===== src/rtl/wb_write_arbiter.sv =====
// rtl/wb_write_arbiter.sv - register-file write arbiter: ALU priority, long-latency FIFO, pending scoreboard
// Optional WB_FIFO_BYPASS_EN: an empty FIFO with an idle ALU hands an accepted beat straight to rf_*.
module wb_write_arbiter #(
    parameter int FIFO_DEPTH = 4,
    parameter int XLEN       = 32
) (
    input  logic                          clk,
    input  logic                          rst_n,
    input  logic                          alu_valid,
    input  logic [4:0]                    alu_rd,
    input  logic [XLEN-1:0]               alu_data,
    input  logic                          mem_valid,
    output logic                          mem_ready,
    input  logic [4:0]                    mem_rd,
    input  logic [XLEN-1:0]               mem_data,
    input  logic                          issue_valid,
    input  logic [4:0]                    issue_rd,
    input  logic [4:0]                    rs1_addr,
    input  logic [4:0]                    rs2_addr,
    output logic                          rs1_busy,
    output logic                          rs2_busy,
    output logic                          rf_we,
    output logic [4:0]                    rf_rd,
    output logic [XLEN-1:0]               rf_data,
    output logic [$clog2(FIFO_DEPTH):0]   fifo_count
);

    localparam int PW = $clog2(FIFO_DEPTH);
    localparam int CW = PW + 1;
    localparam logic [CW-1:0] DEPTH_C = CW'(FIFO_DEPTH);

    logic [4:0]      r_rd_q   [FIFO_DEPTH];
    logic [XLEN-1:0] r_data_q [FIFO_DEPTH];
    logic [PW-1:0]   r_wptr;
    logic [PW-1:0]   r_rptr;
    logic [CW-1:0]   r_count;
    logic [31:0]     r_pend;
    logic            r_rf_we;
    logic [4:0]      r_rf_rd;
    logic [XLEN-1:0] r_rf_data;

    logic            w_empty;
    logic            w_full;
    logic            w_accept;
    logic            w_pop;
    logic            w_push;
    logic            w_bypass;
    logic [4:0]      w_head_rd;
    logic [XLEN-1:0] w_head_data;
    logic            w_sel_valid;
    logic            w_sel_fifo;
    logic [4:0]      w_sel_rd;
    logic [XLEN-1:0] w_sel_data;
    logic            w_write;
    logic [31:0]     w_pend_next;

    assign w_empty     = (r_count == '0);
    assign w_full      = (r_count == DEPTH_C);
    // Credit is occupancy-only: a same-cycle pop never opens a slot for the incoming beat.
    assign mem_ready   = rst_n & ~w_full;
    assign w_accept    = mem_valid & mem_ready;
    assign w_pop       = ~alu_valid & ~w_empty;
    assign w_head_rd   = r_rd_q[r_rptr];
    assign w_head_data = r_data_q[r_rptr];

`ifdef WB_FIFO_BYPASS_EN
    assign w_bypass = w_accept & w_empty & ~alu_valid;
`else
    assign w_bypass = 1'b0;
`endif

    assign w_push = w_accept & ~w_bypass;

    always_comb begin
        w_sel_valid = 1'b0;
        w_sel_fifo  = 1'b0;
        w_sel_rd    = 5'd0;
        w_sel_data  = '0;
        if (alu_valid) begin
            w_sel_valid = 1'b1;
            w_sel_rd    = alu_rd;
            w_sel_data  = alu_data;
        end else if (w_pop) begin
            w_sel_valid = 1'b1;
            w_sel_fifo  = 1'b1;
            w_sel_rd    = w_head_rd;
            w_sel_data  = w_head_data;
        end else if (w_bypass) begin
            w_sel_valid = 1'b1;
            w_sel_fifo  = 1'b1;
            w_sel_rd    = mem_rd;
            w_sel_data  = mem_data;
        end
    end

    // x0 writes are consumed from their source but never reach the register file.
    assign w_write = w_sel_valid & (w_sel_rd != 5'd0);

    always_comb begin
        w_pend_next = r_pend;
        if (w_write && w_sel_fifo) begin
            w_pend_next[w_sel_rd] = 1'b0;
        end
        // A new issue to the same rd outranks the retiring write.
        if (issue_valid && (issue_rd != 5'd0)) begin
            w_pend_next[issue_rd] = 1'b1;
        end
        w_pend_next[0] = 1'b0;
    end

    assign rs1_busy = (rs1_addr != 5'd0) & r_pend[rs1_addr];
    assign rs2_busy = (rs2_addr != 5'd0) & r_pend[rs2_addr];

    always_ff @(posedge clk) begin
        if (w_push) begin
            r_rd_q[r_wptr]   <= mem_rd;
            r_data_q[r_wptr] <= mem_data;
        end
    end

    always_ff @(posedge clk) begin
        if (!rst_n) begin
            r_wptr    <= '0;
            r_rptr    <= '0;
            r_count   <= '0;
            r_pend    <= '0;
            r_rf_we   <= 1'b0;
            r_rf_rd   <= 5'd0;
            r_rf_data <= '0;
        end else begin
            if (w_push) begin
                r_wptr <= r_wptr + 1'b1;
            end
            if (w_pop) begin
                r_rptr <= r_rptr + 1'b1;
            end
            case ({w_push, w_pop})
                2'b10:   r_count <= r_count + 1'b1;
                2'b01:   r_count <= r_count - 1'b1;
                default: r_count <= r_count;
            endcase
            r_pend  <= w_pend_next;
            r_rf_we <= w_write;
            if (w_write) begin
                r_rf_rd   <= w_sel_rd;
                r_rf_data <= w_sel_data;
            end
        end
    end

    assign rf_we      = r_rf_we;
    assign rf_rd      = r_rf_rd;
    assign rf_data    = r_rf_data;
    assign fifo_count = r_count;

endmodule


===== config.mk =====
export PLATFORM = sky130hd
export DESIGN_NAME = wb_write_arbiter
export DESIGN_NICKNAME = d
export VERILOG_FILES = /design/src/rtl/wb_write_arbiter.sv
export SDC_FILE = /design/constraint.sdc
export NUM_CORES = 1
export LEC_CHECK = 0
export ABC_AREA = 1
export BUFFER_PORTS_ARGS = -buffer_cell sky130_fd_sc_hd__buf_2
export CAP_MARGIN = 40
export CORE_MARGIN = 3
export CORE_UTILIZATION = 55
export DETAILED_ROUTE_END_ITERATION = 6
export MAX_ROUTING_LAYER = met4
export PLACE_DENSITY_LB_ADDON = 0.25
export SLEW_MARGIN = 20
export SYNTH_ARGS = -nofsm -noshare
export SYNTH_HDL_FRONTEND = slang
export SYNTH_SLANG_ARGS = --single-unit

===== constraint.sdc =====
create_clock -name clk -period 3.6 [get_ports clk]
set_input_delay 0.18 -clock clk [delete_from_list [all_inputs] [get_ports clk]]
set_output_delay 0.18 -clock clk [all_outputs]
set_load 0.005 [all_outputs]

# Yosys cells after proc, flatten, opt, wreduce, memory -nomap -nowiden

Memory sizes are Yosys's and may differ from the RTL's. A register that Yosys moved wholly into a read port is not among the register bits.
Cells that the tools add are included.

Memories: 2
Word-level logic and storage cells: 69
Register bits after elaboration: 77
Memory bits (writable): 148
Output and inout bits: 44

Add/sub/neg operators: 4
Reduce and logical (&&, ||, !) cells: 10
Bitwise operators: 12
$lt $le $gt $ge: 6
Equality and inequality tests: 3
Muxes and demuxes: 24

Memory list:

| name     | words | width | rd ports | clocked after memory_dff | write ports | RTL line | RTL |
|---|---|---|---|---|---|---|---|
| r_data_q | 4     | 32    | 1        | 1                        | 1           | 33       | `logic [XLEN-1:0] r_data_q [FIFO_DEPTH];` |
| r_rd_q   | 4     | 5     | 1        | 1                        | 1           | 32       | `logic [4:0] r_rd_q [FIFO_DEPTH];` |

Operators with widths:

| operator                                                          | number |
|---|---|
| two-way mux 32 bit                                                | 4 |
| bitwise AND 32 bit                                                | 1 |
| inverter 32 bit                                                   | 1 |
| OR 32 bit                                                         | 1 |
| < comparator 5 x 6 -> 1 bit, second input constant                | 4 |
| nonzero test 5 bit                                                | 4 |
| binary-select mux 1 bit (select 5 bit)                            | 2 |
| demux 1 bit (select 5 bit)                                        | 2 |
| greater-or-equal comparator 5 x 1 -> 1 bit, second input constant | 2 |
| two-way mux 5 bit                                                 | 2 |
| two-way mux 1 bit                                                 | 9 |
| two-way mux 2 bit                                                 | 4 |
| bitwise AND 1 bit                                                 | 6 |
| case mux 3 bit (2 select lines)                                   | 1 |
| adder 2 x 1 -> 2 bit, second input constant                       | 2 |
| logical AND 1 bit                                                 | 4 |
| adder 3 x 1 -> 3 bit, second input constant                       | 1 |
| equality test 3 bit, second input constant                        | 1 |
| logical NOT 3 bit                                                 | 1 |
| inverter 1 bit                                                    | 3 |
| subtractor 3 x 1 -> 3 bit, second input constant                  | 1 |
| equality test 2 x 1 -> 1 bit, second input constant               | 1 |
| equality test 2 bit, second input constant                        | 1 |
| nonzero test 2 bit                                                | 1 |

# Depth between registers and ports, before layout

Depth after elaboration: 14
Gate-level depth with buffers: 15
Mapped depth without buffers: 13

# Worst setup path before layout

OpenSTA, ideal clock, no wires.

Kind: reg2reg
Start point: register r_count[1], in the netlist fifo_count[1]
End point: memory r_data_q[0][0], enable pin
Arrival: 2,418 ps
Required time: 3,169 ps
Library setup time: 431 ps
Cell stages (with the launch flop): 5
Buffers on the path: 0
Setup slack: 751 ps
Cells stage by stage: dfxtp_1 nor2_2 a21oi_1 nand2_1 nor2_1

Cells in the longest elaborated chain, start to end: 6

RTL lines:

| what                                    | RTL line | RTL |
|---|---|---|
| start, declared                         | 36       | `logic [CW-1:0] r_count;` |
| start signal, assigned                  | 138      | `2'b10: r_count <= r_count + 1'b1;` |
| start signal, assigned                  | 139      | `2'b01: r_count <= r_count - 1'b1;` |
| start signal, assigned                  | 140      | `default: r_count <= r_count;` |
| equality test 3 bit                     | 58       | `assign w_full = (r_count == DEPTH_C);` |
| inverter 1 bit                          | 60       | `assign mem_ready = rst_n & ~w_full;` |
| bitwise AND 1 bit                       | 60       |  |
| named net mem_ready                     | 13       | `output logic mem_ready,` |
| bitwise AND 1 bit                       | 61       | `assign w_accept = mem_valid & mem_ready;` |
| two-way mux 1 bit                       | 115      | `if (w_push) begin` |
| two-way mux 1 bit (not written as such) | 117      | `r_data_q[r_wptr] <= mem_data;` |
| end, declared                           | 33       |  |

The timed path passes the listed nets, and every way through them passes these cells.

==> flow_results.xml <==
<?xml version="1.0" encoding="UTF-8"?>
<metrics>
  <group name="cts">
    <metric name="ctsHoldBuffers" unit="">67</metric>
    <metric name="cts.reportedPaths.clkPinSlew" unit="ns">0.06</metric>
    <metric name="cts_resized" unit="">0</metric>
    <metric name="number_of_buffers_created_by_cts" unit="">23</metric>
    <metric name="root_buffer" unit="">sky130_fd_sc_hd__clkbuf_16</metric>
    <metric name="cts-root-to-sink-buffers" unit="">3</metric>
    <metric name="clock_latency" unit="ns">0.52</metric>
    <metric name="htree_levels" unit="">1</metric>
    <metric name="cts_tree" unit="">built</metric>
    <metric name="cts_sinks" unit="">226</metric>
    <metric name="cts.repair_timing.setup_buffer_count" unit="">0</metric>
  </group>
  <group name="route">
    <metric name="route.antenna.remaining_nets" unit="">0</metric>
    <metric name="routed_wl" unit="um">25200</metric>
    <metric name="routed_via_density" unit="">5.69</metric>
    <metric name="drcViolationCount" unit="">0</metric>
    <metric name="routed-via-count" unit="">8011</metric>
    <metric name="first_iter_violations" unit="">592</metric>
    <metric name="drt_first_pass_iters" unit="">5</metric>
    <metric name="drt-wirelength-per-cell" unit="um">17.9</metric>
  </group>
  <group name="floorplanning">
    <metric name="start_util" unit="">0.572</metric>
    <metric name="die_w" unit="um">138</metric>
    <metric name="floorplan.core_area" unit="sq um">16900</metric>
    <metric name="rows" unit="">47</metric>
    <metric name="die_h" unit="um">138</metric>
    <metric name="io-pin-count" unit="">138</metric>
    <metric name="total_die_area" unit="sq um">19200</metric>
  </group>
  <group name="global_route">
    <metric name="grt.met2_usage" unit="">0.443</metric>
    <metric name="first_global_vias" unit="">7884</metric>
    <metric name="global_route.usage.met3" unit="">0.0376</metric>
    <metric name="grt_max_degree" unit="">61</metric>
    <metric name="global_route.peak_usage_layer" unit="">met2</metric>
    <metric name="grt_overflow_total" unit="">0</metric>
    <metric name="antenna_violations_before_repair" unit="">0</metric>
    <metric name="grt_util_all_layers" unit="">0.264</metric>
    <metric name="grt_use_met1" unit="">0.338</metric>
    <metric name="grt_first_pass_wirelength" unit="um">40500</metric>
  </group>
  <group name="cells_and_area">
    <metric name="final_design_area_no_fill" unit="sq um">11900</metric>
    <metric name="fillerInstances" unit="">1240</metric>
    <metric name="drive_gt1_frac" unit="">0.193</metric>
    <metric name="antennaDiodeCount" unit="">0</metric>
    <metric name="area_growth_syn_to_layout" unit="%">23.5</metric>
    <metric name="finish.net_count" unit="">1271</metric>
    <metric name="post_route_core_utilization" unit="">0.706</metric>
  </group>
  <group name="place">
    <metric name="port-buffer-count" unit="">137</metric>
    <metric name="final_hpwl_dp" unit="um">15300</metric>
    <metric name="placement.cell_area" unit="sq um">10500</metric>
    <metric name="globalplace.congestion" unit="">0.850</metric>
    <metric name="place_worst_setup_slack" unit="ns">1.19</metric>
  </group>
  <group name="synth">
    <metric name="yosys_warnings" unit="">0</metric>
    <metric name="post_synth.cell_area_avg" unit="sq um">9.86</metric>
    <metric name="yosys_register_bits" unit="">226</metric>
    <metric name="post_synth_inst_count" unit="">979</metric>
    <metric name="synth_enable_flop_cells" unit="">148</metric>
    <metric name="ys.flop_type" unit="">sky130_fd_sc_hd__edfxtp_1</metric>
    <metric name="yosysUniqueCellTypes" unit="">31</metric>
    <metric name="synthesis.nets" unit="">1079</metric>
    <metric name="postSynth.asyncResetShare" unit="">0</metric>
    <metric name="mappedNetlistArea" unit="sq um">9650</metric>
    <metric name="synth_seq_area_share" unit="">0.622</metric>
  </group>
  <group name="timing">
    <metric name="timing.final.crit_period" unit="ns">2.48</metric>
    <metric name="max-slew-margin-rel" unit="">0.512</metric>
    <metric name="setup_ws" unit="ns">1.12</metric>
    <metric name="skew" unit="ns">0.0102</metric>
    <metric name="setup_viol" unit="">0</metric>
    <metric name="hold_violations" unit="">0</metric>
    <metric name="setup_tns" unit="ns">0</metric>
    <metric name="slew_violations" unit="">0</metric>
    <metric name="max_clock_freq" unit="MHz">404</metric>
    <metric name="rsz0062_at_grt" unit="">no</metric>
    <metric name="pin_slew_with_the_least_headroom_to_its_limit" unit="ns">0.728</metric>
    <metric name="post-route-period-util" unit="">0.688</metric>
  </group>
  <group name="worst_setup_path">
    <metric name="cp_max_stage_cell" unit="">sky130_fd_sc_hd__buf_4</metric>
    <metric name="path_max_fanout" unit="">39</metric>
    <metric name="reg2reg_depth" unit="">10</metric>
    <metric name="path_class" unit="">flop to flop</metric>
    <metric name="critical_path.reg2reg.endpoint" unit="">rf_data[11]</metric>
    <metric name="count_of_buffering_cells_on_the_critical_path_with_inverters_included" unit="">2</metric>
    <metric name="critPathArrivalTime" unit="ns">2.91</metric>
    <metric name="cp-end-kind" unit="">flop</metric>
    <metric name="cp_cell_sequence" unit="">buf_4, nand2_1, nand3_2, nand3_2, nand2_2, nor2_4, nand3_4, buf_4, o21ai_0, a21oi_1</metric>
    <metric name="critPathTopFamily" unit="">simple AND/OR/NAND/NOR gates</metric>
    <metric name="setup.reg_to_reg.worst_slack" unit="ns">1.12</metric>
    <metric name="crit_path_max_incr_delay" unit="ns">0.42</metric>
    <metric name="worst_ep_required_time" unit="ns">4.04</metric>
    <metric name="timing.critical_path.from_type" unit="">flop</metric>
  </group>
  <group name="power">
    <metric name="power.sequential.fraction" unit="">0.451</metric>
    <metric name="internal_portion_of_total_power" unit="W">0.00467</metric>
    <metric name="power_frac_clock" unit="">0.333</metric>
    <metric name="comb_power_share" unit="">0.216</metric>
    <metric name="ir_drop" unit="V">0.000446</metric>
    <metric name="total_switching_power" unit="W">0.00205</metric>
    <metric name="p_leak" unit="nW">4.50</metric>
    <metric name="power_switching_share" unit="">0.305</metric>
    <metric name="post-layout-total-power" unit="W">0.00672</metric>
    <metric name="power_per_cell_area" unit="nW/um^2">564</metric>
  </group>
  <group name="job">
    <metric name="maxCapViolCount" unit="">0</metric>
  </group>
  <group name="hold_path">
    <metric name="hp-start" unit="">alu_data[18]</metric>
    <metric name="whs_endpoint" unit="">rf_data[18]</metric>
    <metric name="min_delay_path_depth" unit="">3</metric>
    <metric name="holdCritPathClass" unit="">input port to flop</metric>
  </group>
  <group name="outcome">
    <metric name="result_of_the_run" unit="">finished, final reports clean</metric>
  </group>
</metrics>
-- cell families (layout without fill, tap and decap cells) --
family	after synthesis	count (layout)	share of synthesized area
AND/OR/NAND/NOR	414	414	0.187
AO/OA/AOI/OAI	228	228	0.137
flip-flops	226	226	0.622
buffers and inverters	105	314	0.0453
adder cells (fa/ha/maj)	6	6	0.00856
-- power by group through the flow --
stage               Clock [W]  Combinational, W  Sequential [W]
finish                0.00224           0.00145         0.00303
global route          0.00236           0.00162         0.00305
CTS                   0.00226           0.00144         0.00303
global placement            0           0.00134         0.00308
detailed placement          0           0.00137         0.00308
floorplan                   0          0.000907         0.00308
-- metrics by stage --
step           instances  hold slack, ns
3_3_place_gp        1296           0.395
2_1_floorplan        979           0.279
4_1_cts             1408         0.00103
5_1_grt             1408          0.0224
3_5_place_dp        1299           0.396
6_report            1408          0.0227
-- layer usage --
metal	routed length, um	share of wire	up-vias
met5	0	0	-
met4	677	0.027	0
met3	1650	0.066	48
met2	12400	0.49	345
met1	10500	0.42	3785
li1	-	-	3833
-- how the worst max path moves through the flow --
stage,from,to,slack [ns],cells after the start
2_1_floorplan,fifo_count[1],r_data_q[0][0],0.75,4
3_3_place_gp,flop,rf_rd[3],1.27,11
3_5_place_dp,flop,rf_rd[1],1.19,11
4_1_cts,flop,rf_rd[1],1.18,11
5_1_grt,flop,rf_data[11],0.92,10
6_report,flop,rf_data[11],1.12,10
-- flip-flops by register name, indices dropped and copies added, names as in the netlist, named ones only --
| name | flops |
|---|---|
| r_wptr | 2 |
| rf_rd | 5 |
| r_pend | 31 |
| r_rptr | 2 |
| r_rd_q | 20 |
| rf_data | 32 |
| r_data_q | 128 |
| rf_we | 1 |
| fifo_count | 3 |
-- layout make-up --
class | instances | area (sq um) | area share
flip-flops and latches | 226 | 6010 | 0.504
multi-input cells | 648 | 3250 | 0.273
repair buffers | 226 | 1510 | 0.127
clock buffers | 33 | 643 | 0.0540
well taps | 220 | 275 | 0.0231
inverters | 46 | 173 | 0.0145
clock inverters | 9 | 58.8 | 0.00493
-- tightest hold or removal path, cell delays in order --
cell	delay, ns
sky130_fd_sc_hd__buf_2	0.09
sky130_fd_sc_hd__a32oi_1	0.07
sky130_fd_sc_hd__a21oi_1	0.15
-- cell usage after synthesis, types with 2 or more instances --
| library cell | number | area share |
|---|---|---|
| sky130_fd_sc_hd__nand2_1 | 240 | 0.093 |
| sky130_fd_sc_hd__edfxtp_1 | 148 | 0.46 |
| sky130_fd_sc_hd__nand3_1 | 96 | 0.050 |
| sky130_fd_sc_hd__a21oi_1 | 91 | 0.047 |
| sky130_fd_sc_hd__o21ai_0 | 81 | 0.042 |
| sky130_fd_sc_hd__dfxtp_1 | 78 | 0.16 |
| sky130_fd_sc_hd__nor2_1 | 44 | 0.017 |
| sky130_fd_sc_hd__inv_1 | 42 | 0.016 |
| sky130_fd_sc_hd__clkbuf_1 | 34 | 0.013 |
| sky130_fd_sc_hd__a32oi_1 | 32 | 0.029 |
| sky130_fd_sc_hd__buf_1 | 13 | 0.0051 |
| sky130_fd_sc_hd__nor3_1 | 12 | 0.0062 |
| sky130_fd_sc_hd__nand3_2 | 10 | 0.010 |
| sky130_fd_sc_hd__o211ai_1 | 8 | 0.0062 |
| sky130_fd_sc_hd__a21oi_2 | 7 | 0.0064 |
| sky130_fd_sc_hd__buf_2 | 7 | 0.0036 |
| sky130_fd_sc_hd__ha_1 | 5 | 0.0065 |
| sky130_fd_sc_hd__nand2_2 | 5 | 0.0032 |
| sky130_fd_sc_hd__buf_6 | 4 | 0.0047 |
| sky130_fd_sc_hd__inv_2 | 4 | 0.0016 |
| sky130_fd_sc_hd__o21ai_1 | 4 | 0.0021 |
| sky130_fd_sc_hd__nand4_1 | 2 | 0.0013 |
| sky130_fd_sc_hd__nor2_2 | 2 | 0.0013 |
| sky130_fd_sc_hd__o21a_1 | 2 | 0.0016 |
| sky130_fd_sc_hd__o31ai_1 | 2 | 0.0016 |
-- placed cells by master (no fill, tap or decap), types with 2 or more instances in the layout --
cell type | Yosys | final
sky130_fd_sc_hd__nor2_1 | 44 | 40
sky130_fd_sc_hd__inv_2 | 4 | 4
sky130_fd_sc_hd__nor2_2 | 2 | 2
sky130_fd_sc_hd__clkinv_1 | 0 | 3
sky130_fd_sc_hd__nor2_4 | 1 | 5
sky130_fd_sc_hd__o21a_1 | 2 | 2
sky130_fd_sc_hd__inv_1 | 42 | 42
sky130_fd_sc_hd__nand3_2 | 10 | 10
sky130_fd_sc_hd__o21ai_0 | 81 | 81
sky130_fd_sc_hd__nand4_1 | 2 | 2
sky130_fd_sc_hd__nand2_2 | 5 | 5
sky130_fd_sc_hd__clkbuf_16 | 0 | 23
sky130_fd_sc_hd__nor3_1 | 12 | 11
sky130_fd_sc_hd__clkbuf_1 | 34 | 7
sky130_fd_sc_hd__o211ai_1 | 8 | 8
sky130_fd_sc_hd__o21ai_1 | 4 | 4
sky130_fd_sc_hd__dfxtp_1 | 78 | 77
sky130_fd_sc_hd__dlygate4sd3_1 | 0 | 67
sky130_fd_sc_hd__o31ai_1 | 2 | 2
sky130_fd_sc_hd__nand2_1 | 240 | 240
sky130_fd_sc_hd__buf_4 | 1 | 19
sky130_fd_sc_hd__nand3_1 | 96 | 96
sky130_fd_sc_hd__edfxtp_1 | 148 | 148
sky130_fd_sc_hd__a21oi_1 | 91 | 91
sky130_fd_sc_hd__a21oi_2 | 7 | 6
sky130_fd_sc_hd__clkinv_2 | 0 | 4
sky130_fd_sc_hd__clkbuf_8 | 0 | 3
sky130_fd_sc_hd__a32oi_1 | 32 | 32
sky130_fd_sc_hd__ha_1 | 5 | 5
sky130_fd_sc_hd__buf_2 | 7 | 140
Power figures use the tool's default switching activity.
